**config.mk**
```make
export PLATFORM = sky130hd
export DESIGN_NAME = imm_extend_pipe
export DESIGN_NICKNAME = d
export VERILOG_FILES = /design/src/rtl/imm_extend_pipe.sv
export SDC_FILE = /design/constraint.sdc
export NUM_CORES = 1
export LEC_CHECK = 0
export ABC_AREA = 0
export ABC_CLOCK_PERIOD_IN_PS = 2200
export CAP_MARGIN = 20
export CELL_PAD_IN_SITES_DETAIL_PLACEMENT = 0
export CELL_PAD_IN_SITES_GLOBAL_PLACEMENT = 1
export CORE_UTILIZATION = 39
export DETAILED_ROUTE_END_ITERATION = 10
export GPL_TIMING_DRIVEN = 0
export PLACE_DENSITY_LB_ADDON = 0.1
export SYNTH_ARGS = -nofsm -noshare
export SYNTH_HDL_FRONTEND = slang
export SYNTH_SLANG_ARGS = --single-unit
```
**constraint.sdc**
```tcl
create_clock -name clk_i -period 2.2 [get_ports clk_i]
set_clock_uncertainty 0.15 [all_clocks]
set_input_delay 0.44 -clock clk_i [delete_from_list [all_inputs] [get_ports clk_i]]
set_output_delay 0.44 -clock clk_i [all_outputs]
set_load 0.02 [all_outputs]
```
**src/rtl/imm_extend_pipe.sv**
```systemverilog
`default_nettype none
// ============================================================================
//  Module   : imm_extend_pipe
//  Purpose  : Registered N-lane immediate generator for the decode stage.
//             Each accepted bundle has its per-lane immediates decoded from
//             ImmSrc and extended to DATA_WIDTH before it is registered.
//             A two-entry buffer (OUT + SKID) sits behind a valid/ready
//             handshake, so full throughput is kept while in_ready_o stays
//             a pure register output.
//  Ports    : clk_i, rst_ni (async, active-low), flush_i
//             in_valid_i / in_ready_o   - input bundle handshake
//             InstrVec_i  [LANES*32]    - lane k instruction at [32k+31:32k]
//             ImmSrcVec_i [LANES*3]     - lane k ImmSrc code
//             LaneMask_i  [LANES]       - lane k holds a real instruction
//             out_valid_o / out_ready_i - output bundle handshake
//             ImmExtVec_o [LANES*DATA_WIDTH], LaneMask_o, Illegal_o
//  Revision : 1.0 - initial release
// ============================================================================
module imm_extend_pipe #(
    parameter int DATA_WIDTH = 32,
    parameter int LANES      = 2
) (
    input  logic                        clk_i,
    input  logic                        rst_ni,
    input  logic                        flush_i,
    input  logic                        in_valid_i,
    output logic                        in_ready_o,
    input  logic [LANES*32-1:0]         InstrVec_i,
    input  logic [LANES*3-1:0]          ImmSrcVec_i,
    input  logic [LANES-1:0]            LaneMask_i,
    output logic                        out_valid_o,
    input  logic                        out_ready_i,
    output logic [LANES*DATA_WIDTH-1:0] ImmExtVec_o,
    output logic [LANES-1:0]            LaneMask_o,
    output logic [LANES-1:0]            Illegal_o
);

    // One buffered bundle: {immediates, lane mask, illegal flags}
    localparam int c_imm_w    = LANES * DATA_WIDTH;
    localparam int c_bundle_w = c_imm_w + 2 * LANES;

    // State encoding mirrors {SKID valid, OUT valid}
    typedef enum logic [1:0] {
        ST_EMPTY = 2'b00,
        ST_ONE   = 2'b01,
        ST_FULL  = 2'b11
    } state_t;

    // ------------------------------------------------------------------------
    // Immediate decode. Every case is first built as a 32-bit value already
    // sign-correct at bit 31 (zero-extended forms have bit 31 clear), so one
    // signed widening covers both RV32 and RV64, including U-type on RV64.
    // The opcode field [6:0] never contributes to an immediate.
    // ------------------------------------------------------------------------
    function automatic logic [DATA_WIDTH-1:0] f_extend(
        input logic [31:7] ins,
        input logic [2:0]  src
    );
        logic [31:0] v;
        v = '0;
        case (src)
            3'b000: v = {{20{ins[31]}}, ins[31:20]};
            3'b001: v = {{20{ins[31]}}, ins[31:25], ins[11:7]};
            3'b010: v = {{19{ins[31]}}, ins[31], ins[7], ins[30:25], ins[11:8], 1'b0};
            3'b011: v = {ins[31:12], 12'b0};
            3'b100: v = {{11{ins[31]}}, ins[31], ins[19:12], ins[20], ins[30:21], 1'b0};
            3'b101: v = {20'b0, ins[31:20]};
            3'b110: v = {27'b0, ins[19:15]};
            default: v = '0;
        endcase
        return DATA_WIDTH'($signed(v));
    endfunction

    logic [c_imm_w-1:0] w_imm;
    logic [LANES-1:0]   w_ill;
    logic [LANES-1:0]   w_unused_opcode;

    generate
        for (genvar k = 0; k < LANES; k++) begin : g_lane
            logic [31:0] w_instr;
            logic [2:0]  w_src;
            assign w_instr = InstrVec_i[32*k +: 32];
            assign w_src   = ImmSrcVec_i[3*k +: 3];
            // Disabled lanes carry a zero immediate and never flag illegal
            assign w_imm[DATA_WIDTH*k +: DATA_WIDTH] =
                LaneMask_i[k] ? f_extend(w_instr[31:7], w_src) : '0;
            assign w_ill[k]           = LaneMask_i[k] & (w_src == 3'b111);
            assign w_unused_opcode[k] = ^w_instr[6:0];
        end
    endgenerate

    logic [c_bundle_w-1:0] w_in_bundle;
    assign w_in_bundle = {w_imm, LaneMask_i, w_ill};

    // ------------------------------------------------------------------------
    // Handshake / buffer control
    // ------------------------------------------------------------------------
    state_t r_state;
    state_t w_state_nxt;
    logic   w_in_xfer;
    logic   w_load_out_in;
    logic   w_load_out_skid;
    logic   w_load_skid;

    // Ready depends only on the state register, never on out_ready_i
    assign in_ready_o  = (r_state != ST_FULL);
    assign out_valid_o = (r_state != ST_EMPTY);
    assign w_in_xfer   = in_valid_i & in_ready_o & ~flush_i;

    always_ff @(posedge clk_i or negedge rst_ni) begin
        if (!rst_ni) begin
            r_state <= ST_EMPTY;
        end else begin
            r_state <= w_state_nxt;
        end
    end

    always_comb begin
        w_state_nxt     = r_state;
        w_load_out_in   = 1'b0;
        w_load_out_skid = 1'b0;
        w_load_skid     = 1'b0;
        case (r_state)
            ST_EMPTY: begin
                if (w_in_xfer) begin
                    w_load_out_in = 1'b1;
                    w_state_nxt   = ST_ONE;
                end
            end
            ST_ONE: begin
                if (out_ready_i) begin
                    // OUT drains this edge; a new bundle replaces it directly
                    if (w_in_xfer) begin
                        w_load_out_in = 1'b1;
                    end else begin
                        w_state_nxt = ST_EMPTY;
                    end
                end else if (w_in_xfer) begin
                    // OUT is stalled, so the arriving bundle parks in SKID
                    w_load_skid = 1'b1;
                    w_state_nxt = ST_FULL;
                end
            end
            ST_FULL: begin
                if (out_ready_i) begin
                    w_load_out_skid = 1'b1;
                    w_state_nxt     = ST_ONE;
                end
            end
            default: begin
                w_state_nxt = ST_EMPTY;
            end
        endcase
        // Flush overrides everything: nothing loads, both entries invalidate
        if (flush_i) begin
            w_load_out_in   = 1'b0;
            w_load_out_skid = 1'b0;
            w_load_skid     = 1'b0;
            w_state_nxt     = ST_EMPTY;
        end
    end

    // ------------------------------------------------------------------------
    // Bundle storage. OUT only changes on an explicit load, which keeps its
    // contents stable while the consumer stalls.
    // ------------------------------------------------------------------------
    logic [c_bundle_w-1:0] r_out;
    logic [c_bundle_w-1:0] r_skid;

    always_ff @(posedge clk_i or negedge rst_ni) begin
        if (!rst_ni) begin
            r_out <= '0;
        end else if (w_load_out_in) begin
            r_out <= w_in_bundle;
        end else if (w_load_out_skid) begin
            r_out <= r_skid;
        end
    end

    always_ff @(posedge clk_i or negedge rst_ni) begin
        if (!rst_ni) begin
            r_skid <= '0;
        end else if (w_load_skid) begin
            r_skid <= w_in_bundle;
        end
    end

    assign ImmExtVec_o = r_out[c_bundle_w-1 -: c_imm_w];
    assign LaneMask_o  = r_out[2*LANES-1 -: LANES];
    assign Illegal_o   = r_out[LANES-1:0];

endmodule
`default_nettype wire

```
==> results.md <==
* Outcome: finished, final reports clean
* IO Pins at 147
* Standard-cell row count at 47
* Clock Sinks at 138
* Register area share after synthesis at 0.518
* Fmax at 0.475 GHz
* Hold slack at 0.331 ns
* Footprint of the multi-input gates at 2920 um2
* Post-synth EDFFs at 0
* Initial antenna violation count at 0
* Number of buffers created by CTS at 17
* CTS H-tree depth at 4
* Worst EP arrival at 2.26 ns
* Die area at 17600 um2
* Antenna viol nets, final at 0
* Synth top area share at 0.518
* DRC Markers at 0
* Switching Power at 3.47 mW
* Layout filler cell count at 1493
* Worst EP required at 2.35 ns
* Largest net degree at the start of global routing at 82
* Aggregate global routing overflow at 0
* CTS root buf: clkbuf_16
* Crit end category: flop
* Placed Cells at 1012
* Fin cells at 1049
* Mapped Area at 6660 um2
* Syn nets at 741
* First-pass GRT wire length at 33100 um
* Delay-heaviest family, CP: simple AND/OR/NAND/NOR gates
* Register share of total power at 0.390
* CTS max path bufs at 2
* Synth cell count leaders: dfrtp_1, nand2_1, a21oi_1, o21ai_0, a22o_1
* Proportion of layout cells with a drive suffix above 1 at 0.109
* Total GRT Usage at 0.245
* Ys async rst share at 1.00
* Iteration-0 DRC Markers at 411
* Final WL at 20800 um
* # setup viols final at 0
* Nets@finish at 897
* Startpoint Class: flop
* Largest stage delay on the critical path at 0.40 ns
* FF/Latch Area at 3450 um2
* Combinational share of power at 0.329
* Count of cell types in the netlist at 41
* Yosys top cell by area: dfrtp_1
* WS Path Type: flop to flop
* VDD IR max at 0.653 mV
* Via/cell ratio at 5.69
* Top cells by area, synth: dfrtp_1, a22o_1, a21oi_1
* Routability cong. at 0.841
* Min Tclk post-route at 2.11 ns
* Cell with the most instances after synthesis: dfrtp_1
* Cells along the critical path: inv_1 > ha_1 > nand2b_1 > or3_4 > buf_4 > buf_6 > a22o_1
* Syn_area_per_cell at 10.1 um2
* Total number of vias at 5965
* Fin. max-slew vios at 0
* Slew headroom at 0.532
* Worst Path Buf+Inv at 3
* Input/output buffers at 131
* Fin area at 8980 um2
* Internal power at 6.76 mW
* Critical path fanouts, max at 10
* Clk pwr share at 0.282
* DR pass1 iterations at 5
* Skew-Pair Late Insertion Delay at 0.43 ns
* CP max-delay cell: dfrtp_1
* Final Hold Viols at 0
* Number of synthesized register bits at 138
* Hpwl dp at 14800 um
* Final cycle utilization of the critical path at 0.958
* Synth Instances at 660
* Die Wd at 133 um
* Sw Ratio at 0.339
* CTS tree: done
* WL/cell at 19.8 um
* Die Y at 133 um
* Vias in the first global route at 6018
* Pre-CTS WS at -0.501 ns
* Initial Utilization at 0.400
* RSZ-0062 raised after global routing: yes
* MaxCap Viol Count at 0
* Worst-path clk slew at 0.06 ns
* Worst hold path type: flop to flop
* Ys Warns at 0
* Pwr Density at 1140 nW/um2
* Core box area at 16600 um2
* ANT cells at 0
* Primary FF master, synth: dfrtp_1
* Least-Margin Pin Slew at 0.695 ns
* Flop2flop setup slack at 0.09 ns
* PnR worst setup slack at 0.0928 ns
* Leak pwr at 3.98 nW
* DP Area at 8280 um2
* Area growth syn-to-layout at 34.7%
per-stage QoR:
| step | util | power (mW) | setup TNS [ns] |
|---|---|---|---|
| finish | 0.539 | 10.2 | 0 |
| global route | 0.539 | 10.8 | -0.0404 |
| CTS | 0.535 | 10.2 | 0 |
| detailed placement | 0.497 | 7.34 | -43.54 |
| global placement | 0.496 | 7.24 | -712.28 |
| floorplan | - | 5.76 | 0 |
area by class of cell:
| class | count | share of cell area |
|---|---|---|
| well taps | 220 | 0.0307 |
| clock buffers | 17 | 0.0474 |
| clock inverters | 15 | 0.0184 |
| flip-flops and latches | 138 | 0.385 |
| multi-input cells | 458 | 0.325 |
| inverters | 6 | 0.00251 |
| plain buffers | 58 | 0.0375 |
| repair buffers | 137 | 0.154 |
metal layers:
layer / global-route usage / part of all wire / vias up
met5: 0 / 0 / -
met4: 0.0722 / 0.013 / 0
met1: 0.329 / 0.45 / 2987
li1: - / - / 2760
met3: 0.0494 / 0.057 / 20
met2: 0.400 / 0.48 / 198
logic make-up after synthesis:
family,share of synthesized area
simple gates,0.105
compound gates,0.302
xor+xnor,0.00263
fa+ha+maj,0.00751
flops,0.518
mux,0.0150
buf+inv,0.0501
power by group through the flow:
stage,registers [mW],clock network [mW],logic (mW)
2_1_floorplan,4.38,0,1.38
3_3_place_gp,3.98,0,3.26
3_5_place_dp,4.01,0,3.33
4_1_cts,3.98,2.92,3.35
5_1_grt,4.08,3.04,3.65
6_report,3.98,2.88,3.36
sequential cells by signal, summed over array words and instances, names as in the netlist:
| name | cells |
|---|---|
| r_out | 68 |
| r_skid | 68 |
| r_state | 2 |
tightest hold or removal path: stages, from the launching register on:
cell and delay [ns]:
dfrtp_1 0.34, nand2_1 0.05, o21ai_0 0.06
final timing paths:
kind	start	end	cells after the start
min in group asynchronous	rst_ni	r_out[6]$_DFFE_PN0P_	2
max reg2reg	r_state[1]$_DFFE_PN0P_	r_skid[59]$_DFFE_PN0P_	7
min reg2reg	r_skid[40]$_DFFE_PN0P_	r_skid[40]$_DFFE_PN0P_	2
max	r_state[1]$_DFFE_PN0P_	r_skid[59]$_DFFE_PN0P_	7
max in group asynchronous	rst_ni	r_skid[59]$_DFFE_PN0P_	3
min	r_skid[40]$_DFFE_PN0P_	r_skid[40]$_DFFE_PN0P_	2
placed cells by master, fill, tap and decap left out, types with 3 or more instances in the layout:
| cell type | count |
|---|---|
| clkdlybuf4s50_1 | 127 |
| nor2b_1 | 23 |
| buf_1 | 3 |
| clkbuf_1 | 13 |
| a211oi_1 | 14 |
| inv_6 | 5 |
| clkbuf_16 | 17 |
| and3b_1 | 3 |
| a22o_1 | 41 |
| dfrtp_1 | 138 |
| o22ai_1 | 8 |
| ha_1 | 3 |
| buf_4 | 10 |
| clkbuf_4 | 3 |
| a221o_1 | 12 |
| nand2_1 | 80 |
| nand3_1 | 18 |
| a22oi_1 | 24 |
| a21o_1 | 23 |
| buf_6 | 8 |
| and2_1 | 5 |
| inv_1 | 6 |
| a211o_1 | 3 |
| o21ai_1 | 9 |
| clkbuf_2 | 8 |
| clkinvlp_4 | 4 |
| clkinv_4 | 3 |
| a222oi_1 | 8 |
| a21oi_1 | 63 |
| nor2_1 | 5 |
| buf_2 | 18 |
| mux2i_1 | 10 |
| o22a_1 | 18 |
| o21ai_0 | 62 |
what timing repair did:
action / in CTS / in global routing
hold buffers: 1 / 0
buffers inserted: 0 / 4
pin swaps: 0 / 1
setup endpoints to repair: 69 / 92
hold endpoints to repair: 57 / 0
resized for setup: 9 / 25
No activity file was read; power rests on OpenSTA's default activity.
